[src/rtl/cv32e40p_apu_core_pkg.sv]
// cv32e40p_apu_core_pkg: APU interface widths, the buffered request record and FIFO controller states.
package cv32e40p_apu_core_pkg;

    localparam int APU_NARGS_CPU    = 3;
    localparam int APU_WOP_CPU      = 6;
    localparam int APU_NDSFLAGS_CPU = 15;
    localparam int APU_NUSFLAGS_CPU = 5;

    typedef struct packed {
        logic [APU_NARGS_CPU-1:0][31:0] operands;
        logic [APU_WOP_CPU-1:0]         op;
        logic [APU_NDSFLAGS_CPU-1:0]    flags;
    } apu_req_t;

    typedef enum logic [1:0] {FIFO_EMPTY, FIFO_HOLD, FIFO_FULL} fifo_state_e;

endpackage

[src/rtl/cv32e40p_apu_req_fifo.sv]
// cv32e40p_apu_req_fifo: DEPTH-entry in-order FIFO of APU requests; DEPTH need not be a power of two.
module cv32e40p_apu_req_fifo
    import cv32e40p_apu_core_pkg::*;
#(
    parameter int DEPTH = 2
) (
    input  logic     clk_i,
    input  logic     rst_i,
    input  logic     i_push,
    input  apu_req_t i_data,
    input  logic     i_pop,
    output apu_req_t o_data,
    output logic     o_full,
    output logic     o_empty
);

    localparam int PW = DEPTH > 1 ? $clog2(DEPTH) : 1;
    localparam int CW = $clog2(DEPTH + 1);
    localparam logic [PW-1:0] LAST     = PW'(DEPTH - 1);
    localparam logic [CW-1:0] FULL_CNT = CW'(DEPTH);

    apu_req_t      r_mem [DEPTH];
    logic [PW-1:0] r_wptr, r_rptr;
    logic [CW-1:0] r_cnt, w_cnt_nxt;
    fifo_state_e   r_state, w_state_nxt;
    logic          w_push, w_pop;

    // Push while full is only taken if the head leaves in the same cycle.
    assign w_push    = i_push && (r_state != FIFO_FULL || i_pop);
    assign w_pop     = i_pop && r_state != FIFO_EMPTY;
    assign w_cnt_nxt = r_cnt + CW'(w_push) - CW'(w_pop);

    always_comb
        w_state_nxt = (w_cnt_nxt == '0) ? FIFO_EMPTY : (w_cnt_nxt == FULL_CNT) ? FIFO_FULL : FIFO_HOLD;

    always_ff @(posedge clk_i) begin
        if (rst_i) begin
            r_wptr  <= '0;
            r_rptr  <= '0;
            r_cnt   <= '0;
            r_state <= FIFO_EMPTY;
        end else begin
            r_wptr  <= w_push ? ((r_wptr == LAST) ? '0 : r_wptr + 1'b1) : r_wptr;
            r_rptr  <= w_pop ? ((r_rptr == LAST) ? '0 : r_rptr + 1'b1) : r_rptr;
            r_cnt   <= w_cnt_nxt;
            r_state <= w_state_nxt;
        end
    end

    always_ff @(posedge clk_i) begin
        if (w_push) r_mem[r_wptr] <= i_data;
    end

    assign o_data  = r_mem[r_rptr];
    assign o_full  = r_state == FIFO_FULL;
    assign o_empty = r_state == FIFO_EMPTY;

    a_no_push_full: assert property (@(posedge clk_i) disable iff (rst_i) !(i_push && o_full));
    a_no_pop_empty: assert property (@(posedge clk_i) disable iff (rst_i) !(i_pop && o_empty));

endmodule

[src/rtl/cv32e40p_apu_req_buffer.sv]
// cv32e40p_apu_req_buffer: buffers core APU requests toward the FPU, throttles on in-flight count,
// and forwards results straight back to the core.
module cv32e40p_apu_req_buffer
    import cv32e40p_apu_core_pkg::*;
#(
    parameter int DEPTH           = 2,
    parameter int MAX_OUTSTANDING = 4
) (
    input  logic                               clk_i,
    input  logic                               rst_i,
    input  logic                               core_req_i,
    output logic                               core_gnt_o,
    input  logic [APU_NARGS_CPU-1:0][31:0]     core_operands_i,
    input  logic [APU_WOP_CPU-1:0]             core_op_i,
    input  logic [APU_NDSFLAGS_CPU-1:0]        core_flags_i,
    output logic                               core_rvalid_o,
    output logic [31:0]                        core_result_o,
    output logic [APU_NUSFLAGS_CPU-1:0]        core_rflags_o,
    output logic                               fpu_req_o,
    input  logic                               fpu_gnt_i,
    output logic [APU_NARGS_CPU-1:0][31:0]     fpu_operands_o,
    output logic [APU_WOP_CPU-1:0]             fpu_op_o,
    output logic [APU_NDSFLAGS_CPU-1:0]        fpu_flags_o,
    input  logic                               fpu_rvalid_i,
    input  logic [31:0]                        fpu_rdata_i,
    input  logic [APU_NUSFLAGS_CPU-1:0]        fpu_rflags_i,
    output logic                               busy_o,
    output logic                               err_o
);

    localparam int CW = $clog2(MAX_OUTSTANDING + 1);

    if (MAX_OUTSTANDING < DEPTH) begin : g_bad_cfg
        $error("MAX_OUTSTANDING must be >= DEPTH");
    end

    apu_req_t      w_req, w_head;
    logic          w_full, w_empty, w_push, w_pop;
    logic [CW-1:0] r_out_cnt;
    logic          r_err;

    assign w_req = '{operands: core_operands_i, op: core_op_i, flags: core_flags_i};

    // Grant uses only registered state, keeping fpu_gnt_i out of the core_gnt_o cone.
    assign core_gnt_o = !w_full && (r_out_cnt < CW'(MAX_OUTSTANDING));
    assign w_push     = core_req_i && core_gnt_o;
    assign fpu_req_o  = !w_empty;
    assign w_pop      = fpu_req_o && fpu_gnt_i;

    cv32e40p_apu_req_fifo #(.DEPTH(DEPTH)) u_fifo (
        .clk_i   (clk_i),
        .rst_i   (rst_i),
        .i_push  (w_push),
        .i_data  (w_req),
        .i_pop   (w_pop),
        .o_data  (w_head),
        .o_full  (w_full),
        .o_empty (w_empty)
    );

    assign fpu_operands_o = w_head.operands;
    assign fpu_op_o       = w_head.op;
    assign fpu_flags_o    = w_head.flags;

    // A result with nothing in flight is a protocol error; the counter holds at zero.
    always_ff @(posedge clk_i) begin
        if (rst_i) begin
            r_out_cnt <= '0;
            r_err     <= 1'b0;
        end else begin
            r_out_cnt <= (w_push && !fpu_rvalid_i) ? r_out_cnt + 1'b1 :
                         (!w_push && fpu_rvalid_i && r_out_cnt != '0) ? r_out_cnt - 1'b1 : r_out_cnt;
            r_err     <= r_err || (fpu_rvalid_i && r_out_cnt == '0);
        end
    end

    assign busy_o        = r_out_cnt != '0;
    assign err_o         = r_err;
    assign core_rvalid_o = fpu_rvalid_i;
    assign core_result_o = fpu_rdata_i;
    assign core_rflags_o = fpu_rflags_i;

    a_head_stable: assert property (@(posedge clk_i) disable iff (rst_i)
        fpu_req_o && !fpu_gnt_i |=> fpu_req_o && $stable(w_head));

endmodule

[config.mk]
export PLATFORM = sky130hd
export DESIGN_NAME = cv32e40p_apu_req_buffer
export DESIGN_NICKNAME = d
export VERILOG_FILES = /design/src/rtl/cv32e40p_apu_core_pkg.sv /design/src/rtl/cv32e40p_apu_req_fifo.sv /design/src/rtl/cv32e40p_apu_req_buffer.sv
export SDC_FILE = /design/constraint.sdc
export NUM_CORES = 1
export LEC_CHECK = 0
export BUFFER_PORTS_ARGS = -buffer_cell sky130_fd_sc_hd__buf_2
export CAP_MARGIN = 20
export CELL_PAD_IN_SITES_DETAIL_PLACEMENT = 1
export CELL_PAD_IN_SITES_GLOBAL_PLACEMENT = 1
export CORE_UTILIZATION = 27
export CTS_CLUSTER_SIZE = 14
export DETAILED_ROUTE_END_ITERATION = 10
export PLACE_DENSITY_LB_ADDON = 0.08
export SYNTH_ARGS = -nofsm -noshare
export SYNTH_HDL_FRONTEND = slang
export SYNTH_SLANG_ARGS = --single-unit
export TNS_END_PERCENT = 30
[constraint.sdc]
create_clock -name clk_i -period 9.4 [get_ports clk_i]
set_input_delay 0.94 -clock clk_i [delete_from_list [all_inputs] [get_ports clk_i]]
set_output_delay 0.94 -clock clk_i [all_outputs]
set_load 0.05 [all_outputs]
==> results.txt, run 1 <==
Reg-to-reg endpoint: u_fifo.r_mem[0][71]
Placed insts: 1101
Status: finished clean
Post-CTS sizing: 0
Reg2reg path depth: 4
Chip width: 188 microns
Initial Utilization: 27.7%
Die Height: 188 microns
CTS clk-pin slew, worst paths: 0.06 ns
CP required: 8.46 ns
Final hold viol count: 0
Worst R2R Start: u_fifo.r_state[0]
Drt pass-1 iters: 4
Vias per cell: 4.15
Peak VDD IR: 0.000217 V
Cells after Synth: 458
Sequential share of the synthesized area: 77.2%
Startpoint Class: register
Remaining global-route overflow: 0
Vias: 4810
Total routed wirelength: 20.9 mm
Total of max-cap violations: 0
Port Buffers: 243
Slowest cell delay on critical path: 0.89 ns
Post-CTS Setup Inserts: 0
Hold Path End: err_o
Ports: 318
Gpl congestion: 0.712
Mapped Nets: 620
CTS Hold Bufs: 0
Crit share post-route: 42.2%
Clk buf depth: 3
CP max FO: 59
Hold Crit Depth: 2
CTS tree: yes
Root Buffer: clkbuf_16
Netlist cell types: 33
Drt initial violations: 183
DRC errors left: 0
Pwr Density: 355 mW/mm^2
RSZ-0062 raised after global routing: no
Cell breakdown of the critical path: buf_4, mux2_2, buf_2
Relative slew slack: 33.0%
R2R Setup Slk: 6.46 ns
Share of layout cells above drive strength 1: 58.7%
Total Die Area: 0.0355 sq mm
Clock sink count: 245
DRT antenna net count: 0
Finished Layout Cells: 1158
Post-Syn Area: 0.00939 sq mm
Commonest non-fill, non-tap cell in the layout: buf_2
Row cnt: 67
Number of global-route vias before repair: 5214
Final clock skew: 0.0137 ns
Worst hold start: err_o
Pins Over Slew Limit: 0
Worst-Margin Slew: 1.00 ns
Nets: 846
Min Tclk post-route: 3.97 ns
Worst skew pair latency: 0.54 ns
Core Footprint: 0.0339 sq mm
Seq cells post-synth: 245
Slowest CP cell: dfxtp_4
Hold Path Class: reg2reg
Crit Path Category: reg2out
Fin Hold WS: 0.468 ns
Most frequent cells in the layout: buf_2 (243), edfxtp_1 (234), mux2_2 (87), mux2_4 (30), clkbuf_16 (29)
Fmax: 0.252 GHz
Initial antenna violation count: 4
TritonCTS Buffers: 29
Syn_area_per_cell: 20.5 sq um
Layout area overhead: 24.7%
First-pass GRT wire length: 31.1 mm
H-tree Lvls: 1
Pin count of the biggest net entering global routing: 66
Leak pwr: 4.34 nW
All-layer global routing usage: 11.4%
Setup TNS Final: 0 ns
# setup viols final: 0
Ys Warns: 0
WL per Instance: 18.0 microns
Worst setup EP type: primary output
WP data arrival: 3.03 ns
Detail Placement HPWL: 13.9 mm
## sequential cells by signal, summed over array words and instances (netlist names), named ones only
signal,cells
u_fifo.r_state,2
u_fifo.r_rptr,1
u_fifo.r_wptr,1
r_out_cnt,3
err_o,1
u_fifo.r_cnt,2
u_fifo.r_mem,234
## per-layer routing
layer	wire length (microns)	GRT usage, %	up-vias
met4	450	2.98	2
met3	1860	4.58	39
li1	-	-	2190
met5	13	0	-
met2	9840	18.5	189
met1	8740	14.1	2390
## per-stage QoR
step                      util, %  setup WS (ns)  cell area, sq um  power (W)
after global placement       32.0           5.87             10800    0.00318
after CTS                    34.5           5.26             11700    0.00424
after detailed placement     32.0           5.78             10800    0.00321
after floorplan                 -           3.32              9390    0.00290
final                        34.6           5.43             11700    0.00416
after global routing         34.5           5.15             11700    0.00435
## cell usage after synthesis
library cell	instances	share of area, %
ha_1	2	0.27
clkbuf_1	1	0.040
nor3_1	3	0.16
buf_4	38	3.0
dfxtp_1	11	2.3
inv_1	5	0.20
xor2_1	1	0.093
xnor2_1	4	0.37
o21ai_1	1	0.053
nand3_1	1	0.053
nand2b_4	1	0.15
nor2b_1	2	0.13
edfxtp_1	234	75
nand2_1	2	0.080
o211ai_1	1	0.080
o21ai_0	1	0.053
nor3_2	1	0.11
mux2_2	87	10
buf_6	4	0.48
nor2_1	7	0.28
and2b_4	1	0.11
nor3_4	1	0.17
or2_2	1	0.067
o211a_4	1	0.19
buf_2	9	0.48
fa_1	1	0.21
a31oi_1	2	0.13
mux2_4	30	4.8
and2_2	1	0.080
nor2_8	1	0.21
a21oi_1	1	0.053
and2_4	1	0.093
a211oi_2	1	0.13
## kinds of logic (layout without fill, tap and decap cells)
kind of cell	count (synthesis)	in the layout	synth area share (%)
xor gates and xnor gates	5	5	0.466
buffers and inverters	57	306	4.24
other	0	3	0
and+or+nand+nor	23	23	1.69
DFF	245	245	77.2
muxes	117	117	15.2
adders and majority gates	3	3	0.480
AOI/OAI and AO/OA	8	8	0.693
## report_power, final
part	switching [W]	total, W	leakage, nW	internal, W
registers	0.0000943	0.00157	2.27	0.00148
logic	0.00114	0.00158	1.64	0.000438
clock network	0.000421	0.00101	0.426	0.000587
total	0.00166	0.00416	4.34	0.00250
## worst max-delay path by stage
| stage | from | to | cells after the start |
|---|---|---|---|
| floorplan | core_req_i | u_fifo.r_mem[0][0] | 2 |
| global placement | core_req_i | u_fifo.r_mem[0][38] | 5 |
| detailed placement | core_req_i | u_fifo.r_mem[0][72] | 5 |
| CTS | register | fpu_operands_o[9] | 3 |
| global route | register | fpu_operands_o[87] | 3 |
| finish | register | fpu_operands_o[87] | 3 |
## final cells by class
class / instances / area (sq um)
antenna: 3 / 7.51
multi-input combinational: 156 / 1760
clock buffer: 33 / 741
sequential: 245 / 7250
clock inverter: 21 / 123
timing repair buffer: 247 / 1250
inverter: 5 / 18.8
fill: 3523 / 22200
tap: 448 / 561
## critical path, delay by kind of cell (launching register included)
| family | cells | cell delay [ns] |
|---|---|---|
| buffers and inverters | 2 | 1.08 |
| DFF | 1 | 0.89 |
| muxes | 1 | 0.43 |
Note: power is estimated with default switching activity, not from simulation.
==> inputs of run 2 (changes only) <==
Clock period 9.4 ns to 3.6 ns, I/O delays scaled along.
==> results.txt, run 2 (synthesized netlist as in run 1, its figures left out) <==
Status: finished clean
Die Height: 188 microns
CTS tree: yes
Worst-Margin Slew: 0.895 ns
Hold Path Class: in2reg
Clock sink count: 245
Finished Layout Cells: 1246
TritonCTS Buffers: 29
Post-CTS Setup Inserts: 0
Drt initial violations: 132
Fill cells: 3453
Worst hold start: core_operands_i[35]
WL per Instance: 17.1 microns
Slowest CP cell: dfxtp_4
Fmax: 0.402 GHz
CTS clk-pin slew, worst paths: 0.06 ns
First-pass GRT wire length: 32.4 mm
Number of global-route vias before repair: 5765
Min Tclk post-route: 2.49 ns
Commonest non-fill, non-tap cell in the layout: buf_2
Max reg flops: 234
Detail Placement HPWL: 14.3 mm
Total of max-cap violations: 0
Final hold viol count: 0
Finished Core Util: 37.6%
Vias: 5120
Relative slew slack: 40.2%
CP max FO: 58
Initial Utilization: 27.7%
Leak pwr: 4.79 nW
Crit share post-route: 69.2%
R2R Setup Slk: 1.44 ns
Gpl congestion: 0.717
Fin Hold WS: 0.0294 ns
WP data arrival: 2.13 ns
Root Buffer: clkbuf_16
Clk buf depth: 3
Worst setup EP type: primary output
CP required: 3.24 ns
Cell breakdown of the critical path: buf_12, mux2_2, buf_2
Worst R2R Start: u_fifo.r_state[0]
Worst skew pair latency: 0.54 ns
Top Registers: u_fifo.r_mem: 234 flops, r_out_cnt: 3 flops
Slowest cell delay on critical path: 0.56 ns
# setup viols final: 0
Pwr Density: 880 mW/mm^2
Drt pass-1 iters: 4
Ports: 318
Placed insts: 1107
Final clock skew: 0.0252 ns
Reg with most FFs: u_fifo.r_mem
Chip width: 188 microns
Remaining global-route overflow: 0
H-tree Lvls: 1
Most frequent cells in the layout: buf_2 (243), edfxtp_1 (234), mux2_2 (87), dlygate4sd3_1 (86), mux2_4 (30)
Share of layout cells above drive strength 1: 53.2%
Pin count of the biggest net entering global routing: 59
Core Footprint: 0.0339 sq mm
Total routed wirelength: 21.3 mm
Cell Area, Placed: 0.0110 sq mm
Reg-to-reg endpoint: u_fifo.r_mem[1][43]
Nets: 938
Final Worst Setup Slack: 1.11 ns
DRC errors left: 0
Vias per cell: 4.11
Hold Path End: u_fifo.r_mem[0][56]
Port Buffers: 243
Pins Over Slew Limit: 0
All-layer global routing usage: 11.7%
Final instance area: 0.0127 sq mm
DRT antenna net count: 0
Reg2reg path depth: 4
Hold Crit Depth: 1
RSZ-0062 raised after global routing: no
Peak VDD IR: 0.000418 V
Crit Path Category: reg2out
Row cnt: 67
Total Die Area: 0.0355 sq mm
Layout area overhead: 35.8%
Place WS: 1.32 ns
Initial antenna violation count: 1
Startpoint Class: register
## run 2: cell count changes in the layout (fill, tap and decap cells not counted)
cell / before / now
clkinvlp_4: 1 / 0
dlygate4sd3_1: 0 / 86
clkbuf_1: 4 / 5
clkinv_2: 7 / 8
clkinv_1: 11 / 5
diode_2: 3 / 1
buf_12: 0 / 6
bufinv_16: 1 / 4
## run 2: final cells by class
cell class                 count  area [sq um]  share of cell area (%)
antenna                        1          2.50                  0.0196
clock buffer                  34           744                    5.84
clock inverter                18           188                    1.47
inverter                       5          18.8                   0.147
multi-input combinational    156          1760                    13.8
sequential                   245          7250                    56.9
tap                          448           561                    4.40
timing repair buffer         339          2230                    17.5
## run 2: layer usage
| layer | track usage (%) | vias to the layer above | part of all wire, % | wire length (microns) |
|---|---|---|---|---|
| met5 | 0 | - | 0 | 0 |
| met4 | 3.78 | 0 | 2.5 | 526 |
| li1 | - | 2366 | - | - |
| met3 | 3.76 | 53 | 7.4 | 1570 |
| met2 | 20.4 | 188 | 50 | 10600 |
| met1 | 13.6 | 2513 | 40 | 8600 |
## run 2: where the power goes
| part | leakage (nW) | switching [W] | internal (W) |
|---|---|---|---|
| registers | 2.27 | 0.000177 | 0.00384 |
| logic | 2.06 | 0.00307 | 0.00129 |
| clock network | 0.463 | 0.00109 | 0.00175 |
## run 2: timing repair
item                                   4_1_cts  5_1_grt
endpoints found under the hold margin      170        0
gates resized for setup                      0        0
hold buffers                                86        0
## run 2: critical path: cells and delay by family (launching register included)
kind                   cells  cell delay, ns
muxes                      1            0.39
buffers and inverters      2            0.55
DFF                        1            0.56
## run 2: worst max-delay path by stage
| stage | from | endpoint | slack (ns) | cells past startpoint |
|---|---|---|---|---|
| floorplan | u_fifo.r_state[0] | u_fifo.r_mem[0][0] | -0.18 | 2 |
| global route | register | fpu_flags_o[2] | 0.99 | 3 |
| detailed placement | core_req_i | u_fifo.r_mem[1][104] | 1.32 | 5 |
| CTS | register | fpu_operands_o[1] | 1.03 | 3 |
| global placement | core_req_i | u_fifo.r_mem[1][99] | 1.38 | 5 |
| finish | register | fpu_flags_o[2] | 1.11 | 3 |
## run 2: metrics by stage
step	total power (W)	TNS, ns
final	0.0112	0
after global routing	0.0117	0
after CTS	0.0115	0
after detailed placement	0.00846	0
after global placement	0.00840	0
after floorplan	0.00754	-21.15
==> inputs of run 3 (changes only) <==
Settings changed: ABC_AREA set to 1.
Clock period 3.6 ns to 2.2 ns, I/O delays scaled along.
==> results.txt, run 3 <==
Fill cells: 3408
WL per Instance: 16.4 microns
Initial Utilization: 27.6%
Worst-Margin Slew: 0.464 ns
Most frequent cells in the layout: edfxtp_1 (234), buf_2 (173), dlygate4sd3_1 (118), mux2_2 (83), buf_4 (62)
Row cnt: 67
Mapped Nets: 626
Top-count cell post-synth: edfxtp_1
Worst setup EP type: primary output
Finished Core Util: 39.0%
Cells after Synth: 464
Final clock skew: 0.00761 ns
Total of max-cap violations: 0
First-pass GRT wire length: 32.8 mm
Root Buffer: clkbuf_16
Share of layout cells above drive strength 1: 49.4%
DRC errors left: 0
Post-CTS Setup Inserts: 0
Sequential share of the synthesized area: 77.6%
Post-synth top area share: 75.3%
# setup viols final: 0
Place WS: 0.494 ns
H-tree Lvls: 1
Setup TNS Final: 0 ns
Reg with most FFs: u_fifo.r_mem
Seq cells post-synth: 245
Final hold viol count: 0
All-layer global routing usage: 11.7%
Status: finished clean
Worst skew pair latency: 0.53 ns
Post-synth top flop: edfxtp_1
CTS tree: yes
Startpoint Class: register
Nets: 974
Total Die Area: 0.0353 sq mm
Clk buf depth: 3
Clock sink count: 245
Post-Syn Area: 0.00934 sq mm
Vias: 5242
Crit Path Category: reg2out
Die Height: 188 microns
Synth top cells by count: edfxtp_1 (234), mux2_2 (87), buf_4 (38), mux2_4 (30)
Chip width: 188 microns
Drt pass-1 iters: 4
Core Footprint: 0.0338 sq mm
Detail Placement HPWL: 13.3 mm
Final Worst Setup Slack: 0.0100 ns
CP max FO: 54
Syn_area_per_cell: 20.1 sq um
Pins Over Slew Limit: 0
Netlist cell types: 25
Pin count of the biggest net entering global routing: 72
Relative slew slack: 69.1%
Vias per cell: 4.10
Number of global-route vias before repair: 6012
Fmax: 0.457 GHz
RSZ-0062 raised after global routing: yes
Yosys top cell by area: edfxtp_1
Max reg flops: 234
Top Registers: u_fifo.r_mem: 234 flops, r_out_cnt: 3 flops
Port Buffers: 243
Leak pwr: 4.96 nW
Final instance area: 0.0132 sq mm
Pwr Density: 1370 mW/mm^2
TritonCTS Buffers: 30
Initial antenna violation count: 1
Total routed wirelength: 21.0 mm
Min Tclk post-route: 2.19 ns
Placed insts: 1110
Ys Warns: 0
Ports: 318
Hold Path Class: in2reg
WP data arrival: 1.97 ns
CP required: 1.98 ns
Layout area overhead: 40.9%
Gpl congestion: 0.685
Post-synth EDFFs: 234
CTS clk-pin slew, worst paths: 0.06 ns
Commonest non-fill, non-tap cell in the layout: edfxtp_1
Cell Area, Placed: 0.0109 sq mm
Finished Layout Cells: 1279
Drt initial violations: 192
Peak VDD IR: 0.000597 V
Area contributors post-synth: edfxtp_1 (75%), mux2_2 (10%), mux2_4 (4.8%), buf_4 (3.1%), dfxtp_1 (2.4%)
Crit share post-route: 99.5%
Ys async rst share: 0%
DRT antenna net count: 0
Remaining global-route overflow: 0
run 3: timing repair:
| item | CTS | global route |
|---|---|---|
| cloned | 0 | 0 |
| endpoints found under the setup margin | 97 | 109 |
| resized for setup | 72 | 15 |
| hold buffers | 118 | 0 |
| hold endpoints to repair | 239 | 0 |
run 3: layout make-up:
cell class	instances	area [sq um]	area share, %
diodes	1	2.50	0.0190
clock buffers	42	817	6.21
multi-input cells	157	1710	13.0
well taps	448	561	4.26
clock inverters	8	41.3	0.314
repair buffers	367	2740	20.8
flip-flops and latches	245	7250	55.1
inverters	11	41.3	0.314
run 3: per-stage QoR:
| step | total power (W) | hold WS [ns] |
|---|---|---|
| floorplan | 0.0120 | 0.289 |
| global placement | 0.0133 | 0.407 |
| detailed placement | 0.0134 | 0.412 |
| CTS | 0.0183 | 0.0165 |
| global route | 0.0189 | 0.0273 |
| finish | 0.0181 | 0.0583 |
run 3: kinds of logic (layout without fill, tap and decap cells):
kind of cell | Yosys count | count (layout) | synth area share [%]
buffers and inverters | 62 | 428 | 4.53
other | 0 | 1 | 0
adders and majority gates | 3 | 3 | 0.482
muxes | 117 | 117 | 15.3
DFF | 245 | 245 | 77.6
AOI/OAI and AO/OA | 12 | 12 | 0.697
and+or+nand+nor | 23 | 23 | 1.18
xor gates and xnor gates | 2 | 2 | 0.188
run 3: report_power, final:
group | leakage [nW] | total, W | switching (W) | internal (W)
clock | 0.414 | 0.00431 | 0.00176 | 0.00255
combinational | 2.29 | 0.00721 | 0.00491 | 0.00230
sequential | 2.26 | 0.00654 | 0.000263 | 0.00628
total | 4.96 | 0.0181 | 0.00694 | 0.0111
run 3: path summary, 6_finish.rpt:
path	start	endpoint	slack (ns)	cells past startpoint
hold reg to reg	u_fifo.r_rptr	u_fifo.r_rptr	0.46	1
setup reg to reg	u_fifo.r_state[1]	u_fifo.r_state[1]	0.48	8
setup / recovery	register	fpu_operands_o[21]	0.01	3
hold / removal	core_req_i	u_fifo.r_wptr	0.06	3
run 3: layer usage:
metal | vias to the layer above | global-route usage (%) | wire [microns] | part of all wire [%]
li1 | 2436 | - | - | -
met5 | - | 0 | 0 | 0
met2 | 190 | 20.0 | 10100 | 48
met1 | 2577 | 14.0 | 8770 | 42
met4 | 0 | 3.44 | 534 | 2.5
met3 | 39 | 3.84 | 1560 | 7.4
run 3: worst max-delay path, stage by stage (launching register included):
cell and delay (ns):
dfxtp_4 0.47, buf_16 0.30, mux2_2 0.40, buf_2 0.22
